<file path="src/rtl/if_fetch_queue.sv">
// Instruction-fetch stage: owns the fetch PC, accepts in-order returns from
// the memory controller into a small FIFO and presents the head to decode.
// Branch redirects flush the queue and discard stale or same-cycle returns.
module if_fetch_queue #(
    parameter int unsigned DEPTH    = 2,
    parameter logic [31:0] RESET_PC = 32'h0000_0000
) (
    input  logic        clk,
    input  logic        rst,
    input  logic        rdy_in,
    output logic [31:0] pc_o,
    input  logic        pc_done_i,
    input  logic [31:0] pc_num_i,
    input  logic [31:0] inst_i,
    input  logic        branch_flag_i,
    input  logic [31:0] branch_target_i,
    input  logic        stall_i,
    output logic        if_valid_o,
    output logic [31:0] if_pc_o,
    output logic [31:0] if_inst_o,
    output logic        full_o
);

    localparam int unsigned PW = $clog2(DEPTH);
    localparam int unsigned CW = PW + 1;

    logic [31:0]   r_fetch_pc;
    logic [PW-1:0] r_head;
    logic [PW-1:0] r_tail;
    logic [CW-1:0] r_count;
    logic [31:0]   r_pc_mem   [DEPTH];
    logic [31:0]   r_inst_mem [DEPTH];

    logic          w_valid;
    logic          w_full;
    logic          w_pop;
    logic          w_accept;
    logic [31:0]   w_redirect_pc;

    // Queue status, handshake decisions and the word-aligned redirect target
    always_comb begin
        w_valid       = (r_count != '0);
        w_full        = (r_count == CW'(DEPTH));
        w_pop         = w_valid && !stall_i && !branch_flag_i;
        w_accept      = pc_done_i && (pc_num_i == r_fetch_pc) && !branch_flag_i
                        && (!w_full || w_pop);
        w_redirect_pc = branch_target_i & 32'hFFFF_FFFC;
    end

    // Fetch PC, FIFO storage, pointers and occupancy; rdy_in=0 freezes everything
    always_ff @(posedge clk or posedge rst) begin
        if (rst) begin
            r_fetch_pc <= RESET_PC;
            r_head     <= '0;
            r_tail     <= '0;
            r_count    <= '0;
            for (int unsigned i = 0; i < DEPTH; i++) begin
                r_pc_mem[i]   <= '0;
                r_inst_mem[i] <= '0;
            end
        end else if (rdy_in) begin
            if (branch_flag_i) begin
                r_fetch_pc <= w_redirect_pc;
                r_head     <= '0;
                r_tail     <= '0;
                r_count    <= '0;
            end else begin
                if (w_accept) begin
                    r_pc_mem[r_tail]   <= pc_num_i;
                    r_inst_mem[r_tail] <= inst_i;
                    r_tail             <= r_tail + PW'(1);
                    r_fetch_pc         <= r_fetch_pc + 32'd4;
                end
                if (w_pop) begin
                    r_head <= r_head + PW'(1);
                end
                // Simultaneous accept and pop leave the occupancy unchanged
                case ({w_accept, w_pop})
                    2'b10:   r_count <= r_count + CW'(1);
                    2'b01:   r_count <= r_count - CW'(1);
                    default: r_count <= r_count;
                endcase
            end
        end
    end

    // Head entry gated to zero whenever the queue is empty
    always_comb begin
        pc_o       = r_fetch_pc;
        if_valid_o = w_valid;
        full_o     = w_full;
        if_pc_o    = w_valid ? r_pc_mem[r_head]   : '0;
        if_inst_o  = w_valid ? r_inst_mem[r_head] : '0;
    end

endmodule
</file>
<file path="config.mk">
export PLATFORM = sky130hd
export DESIGN_NAME = if_fetch_queue
export DESIGN_NICKNAME = d
export VERILOG_FILES = /design/src/rtl/if_fetch_queue.sv
export SDC_FILE = /design/constraint.sdc
export NUM_CORES = 1
export LEC_CHECK = 0
export BUFFER_PORTS_ARGS = -buffer_cell sky130_fd_sc_hd__buf_2
export CORE_MARGIN = 2
export CORE_UTILIZATION = 45
export DETAILED_ROUTE_END_ITERATION = 10
export GPL_TIMING_DRIVEN = 0
export MAX_ROUTING_LAYER = met4
export PLACE_DENSITY = 0.76
export SYNTH_ARGS = -nofsm -noshare
export SYNTH_HDL_FRONTEND = slang
export SYNTH_SLANG_ARGS = --single-unit
</file>
<file path="constraint.sdc">
create_clock -name clk -period 6.38 [get_ports clk]
set_input_delay 0.957 -clock clk [delete_from_list [all_inputs] [get_ports clk]]
set_output_delay 0.957 -clock clk [all_outputs]
set_load 0.01 [all_outputs]
</file>
After elaboration in Yosys (flattened, before gate mapping):

Cells that the tools add are included.

* add/sub/neg operators: 5
* order comparisons: 3
* eq/ne operators: 4
* mux-type cells: 20
* bitwise logic cells: 3
* reduce and logical (&&, ||, !) cells: 18

Operators with widths (count)
* two-way mux 32 bit: 11
* bitwise mux 64 bit: 2
* adder 32 x 3 -> 32 bit (second input constant): 1
* demux 32 bit (select 1 bit): 1
* == test 32 bit: 1
* logical AND 1 bit: 6
* AND reduction 2 bit: 3
* nonzero test 2 bit: 3
* == test 2 bit (second input constant): 2
* >= comparator 2 bit (second input constant): 2
* two-way mux 1 bit: 4
* NOT 1 -> 2 bit: 2
* one-hot mux 2 bit (2 select lines): 1
* zero test 1 bit: 3
* AND reduction 3 bit: 1
* nonzero test 3 bit: 1
* adder 1 bit (second input constant): 2
* adder 2 x 1 -> 2 bit (second input constant): 1
* == test 2 x 1 -> 1 bit (second input constant): 1
* less-than comparator 2 x 1 -> 1 bit (second input constant): 1
* two-way mux 2 bit: 1
* subtractor 2 x 1 -> 2 bit (second input constant): 1
* logical OR 1 bit: 1
* NOT 1 bit: 1

* register bits: 164
* bits of input ports: 102

Longest topological paths before layout:

* word-level depth: 8
* mapped depth: 10
* gate-level depth less buffers: 7

Least setup slack after synthesis:

No wires, ideal clock.

* path kind: in2reg
* start: input port branch_flag_i
* end: register r_pc_mem[59] in the netlist's numbering
* arrival time: 2961 ps
* required time: 6253 ps
* setup slack: 3292 ps
* cell stages on the path: 10
* path buffers: 4
* path through: buf_2 > or2_1 > a2111oi_4 > and4_1 > buf_4 > nand3_4 > or2_1 > buf_6 > buf_6 > mux2_1

* cells in the longest elaborated chain, start to end: 5

RTL lines
* start: declaration: RTL line 15 `input logic branch_flag_i,`
* zero test 1 bit: RTL line 44, 45
* logical AND 1 bit: RTL line 44 `w_pop = w_valid && !stall_i && !branch_flag_i;`
* logical OR 1 bit: RTL line 46 `&& (!w_full || w_pop);`
* logical AND 1 bit: RTL line 46
* AND reduction 3 bit (no line) *
* end signal: indexed assignment: RTL line 69 `r_pc_mem[r_tail] <= pc_num_i;`
* end: declaration: RTL line 31 `logic [31:0] r_pc_mem [DEPTH];`

Mark *: on every way between the ends. The rest lies on a longest branch, timed or not.
A chain may end at the register's enable or synchronous reset.

Worst setup path in the final report:

* start: register r_head
* end: output port if_inst_o[25]

* cells in the longest elaborated chain, start to end: 5

RTL lines
* start: declaration: RTL line 28 `logic [PW-1:0] r_head;`
* start signal: assignment: RTL line 75 `r_head <= r_head + PW'(1);`
* NOT 1 -> 2 bit (implied by the code): RTL line 93 `if_inst_o = w_valid ? r_inst_mem[r_head] : '0;`
* two-way mux 32 bit (implied by the code) (3 in series): RTL line 93
* two-way mux 32 bit: RTL line 93
* end: declaration: RTL line 20 `output logic [31:0] if_inst_o,`

No other way between the ends. The select of a mux whose other input is x is not followed.

==> flow_metrics.env <==
export IMPL_status="finished, final reports clean"
export IMPL_vias=6864
export IMPL_drtIter0Drc=504
export IMPL_yosysTopAreaCell="dfrtp_1"
export IMPL_grt_max_degree=107
export IMPL_vias_per_cell=5.55
export IMPL_antenna_found_initial=0
export IMPL_wl_met2_mm=11.6
export IMPL_hpwl_mm=17.8
export IMPL_synth_edf_count=0
export IMPL_setup_viol=0
export IMPL_dr_pass1_iters=6
export IMPL_nNetsFinal=1062
export IMPL_async_reset_ff_share_pct=100
export IMPL_die_h_um=144
export IMPL_ys_top_cells_by_area="dfrtp_1 (46%), mux2_4 (13%), mux2i_1 (8.3%), mux2_2 (5.4%), nor2_1 (3.9%)"
export IMPL_finalClockSkew_ps=12.7
export IMPL_maxCapViolCount=0
export IMPL_grt_pass1_wl_mm=37.8
export IMPL_wl_met3_mm=1.72
export IMPL_grt_pass1_vias=6786
export IMPL_placed_cell_area_mm2=0.0101
export IMPL_setup_tns_ps=0
export IMPL_min_period_ps=3590
export IMPL_worst_hold_path_type="reg -> reg"
export IMPL_hold_violations=0
export IMPL_sequentialPowerShare_pct=45.3
export IMPL_tritoncts="yes"
export IMPL_startpoint_type="register"
export IMPL_synth_warnings=0
export IMPL_layout_commonest_cell="buf_2"
export IMPL_cts_buffers=17
export IMPL_core_area_mm2=0.0193
export IMPL_synth_seq_cells=162
export IMPL_rsz0062_at_grt="no"
export IMPL_io_pins=200
export IMPL_power_leakage_nw=5.32
export IMPL_finalCritPeriodShare_pct=56.2
export IMPL_synth_top_area_share_pct=46.0
export IMPL_final_cell_mix="buf_2 (196), dfrtp_1 (162), nor2_1 (92), mux2_4 (79), mux2i_1 (73)"
export IMPL_slew_headroom_pct=32.8
export IMPL_pwr_share_comb_pct=13.9
export IMPL_grt_use_total_pct=24.7
export IMPL_synth_ff_type="dfrtp_1"
export IMPL_avgSynthCellArea_um2=11.8
export IMPL_root_buffer="clkbuf_16"
export IMPL_wl_met1_mm=10.8
export IMPL_syn_area_mm2=0.00881
export IMPL_detail_route_wl_per_cell_um=20.0
export IMPL_drive_gt1_share_pct=38.7
export IMPL_cts_max_path_buffers=2
export IMPL_gr_total_overflow=0
export IMPL_clkPwrFrac_pct=40.8
export IMPL_arrival_ps=2630
export IMPL_p_int_mw=1.78
export IMPL_hold_start="r_pc_mem[1]"
export IMPL_worstMarginPinSlew_ps=1000
export IMPL_io_buffers=193
export IMPL_die_w_um=144
export IMPL_p_sw_mw=0.664
export IMPL_route_detailed_drc=0
export IMPL_ys_seq_area_share_pct=46.0
export IMPL_final_cell_area_mm2=0.0107
export IMPL_cts_setup_buffers=0
export IMPL_cp_max_fo=10
export IMPL_drtAntennaViolNets=0
export IMPL_p_sw_share_pct=27.1
export IMPL_critPathKind="reg -> out"
export IMPL_initial_core_util_pct=45.6
export IMPL_vdd_drop_max_mv=0.145
export IMPL_worst_setup_path_end_kind="output port"
export IMPL_slew_viol_final=0
export IMPL_path_clk_slew_ps=60
export IMPL_reg2reg_from="pc_o[16]"
export IMPL_htree_levels=4
export IMPL_insertion_delay_ps=420
export IMPL_routed_top_layer="met4"
export IMPL_crit_start="r_head"
export IMPL_syn2layout_area_growth_pct=21.6
export IMPL_rows=51
export IMPL_cts_resized=0
export IMPL_cp_required_ps=5420
export IMPL_design_die_area_mm2=0.0207
export IMPL_p_per_area_mw_per_mm2=228
export IMPL_syn_instance_count=745
export IMPL_ctsHoldBuffers=0
export IMPL_synthDistinctLibCells=61
export IMPL_place_congestion=0.937
export IMPL_cts_sinks=162
export IMPL_fmax_mhz=279
export IMPL_utilization_pct=55.4
export IMPL_routed_wl_mm=24.7
-- cell usage after synthesis (3+ instances only) --
cell,instances
a21oi_1,5
xnor2_1,16
nand4b_1,3
mux2i_1,73
a22oi_1,3
mux2_1,4
dfrtp_1,162
xor2_1,16
nor3_1,7
and2_1,9
nand3_1,10
o22ai_1,15
nor2b_1,6
and3_1,16
buf_4,3
nor2_1,92
and4_1,7
inv_1,7
mux2_4,79
clkbuf_1,34
mux2_2,42
buf_6,12
o211ai_1,6
or2_2,5
nand2_1,21
nand4_1,22
nor4_1,3
or4_1,3
a311oi_1,4
buf_2,3
o21ai_0,6
a211oi_1,8
a31oi_1,5
-- per-stage QoR --
stage	instances	setup WS, ps	power, mW	hold slack (ps)
3_5_place_dp	1205	2710	1.46	472
4_1_cts	1235	2760	2.46	488
3_3_place_gp	1204	-792	1.46	469
5_1_grt	1235	2650	2.54	513
2_1_floorplan	746	1050	1.31	453
6_report	1236	2790	2.45	482
-- power by group through the flow --
stage | combinational [mW] | sequential (mW) | clock (mW)
floorplan | 0.190 | 1.12 | 0
global placement | 0.330 | 1.12 | 0
detailed placement | 0.337 | 1.12 | 0
CTS | 0.339 | 1.11 | 1.02
global route | 0.368 | 1.11 | 1.06
finish | 0.341 | 1.11 | 0.997
-- final cells by class --
| type | instances | area (um^2) |
|---|---|---|
| repair buffers | 194 | 993 |
| clock inverters | 10 | 111 |
| fillers | 1699 | 8620 |
| multi-input cells | 523 | 4430 |
| plain buffers | 54 | 308 |
| flip-flops and latches | 162 | 4050 |
| inverters | 7 | 33.8 |
| diodes | 1 | 2.50 |
| well taps | 265 | 332 |
| clock buffers | 20 | 457 |
-- worst max-delay path: stages (launching register included) --
cell	delay [ps]
dfrtp_1	320
clkbuf_1	150
buf_1	540
clkbuf_1	690
mux2i_1	290
nor2_1	60
buf_2	160
-- kinds of logic after synthesis --
logic type	synth area share [%]
buffers and inverters	3.79
and+or+nand+nor	13.2
AOI/OAI and AO/OA	6.02
adders and majority gates	0.142
DFF	46.0
muxes	27.6
xor gates and xnor gates	3.18
other	0.0426
-- metal layers --
metal | up-vias | GRT usage [%]
li1 | 3113 | -
met1 | 3403 | 32.2
met2 | 306 | 38.6
met3 | 42 | 5.13
met4 | 0 | 8.05
met5 | - | -
-- state kept, by name (all words and copies together) (netlist names) --
signal / cells
r_inst_mem: 64
r_count: 2
r_tail: 1
r_pc_mem: 64
r_head: 1
pc_o: 30
-- final timing paths --
path / to / slack, ps / cells after the start
max in group asynchronous: r_pc_mem[3] / 4960 / 3
worst max register to register: r_pc_mem[13] / 3250 / 7
worst min-delay path: r_pc_mem[1] / 480 / 1
min in group asynchronous: r_inst_mem[15] / 570 / 2
worst max-delay path: if_inst_o[25] / 2790 / 6
worst min register to register: r_pc_mem[1] / 480 / 1
(Power assumes the default switching activity.)
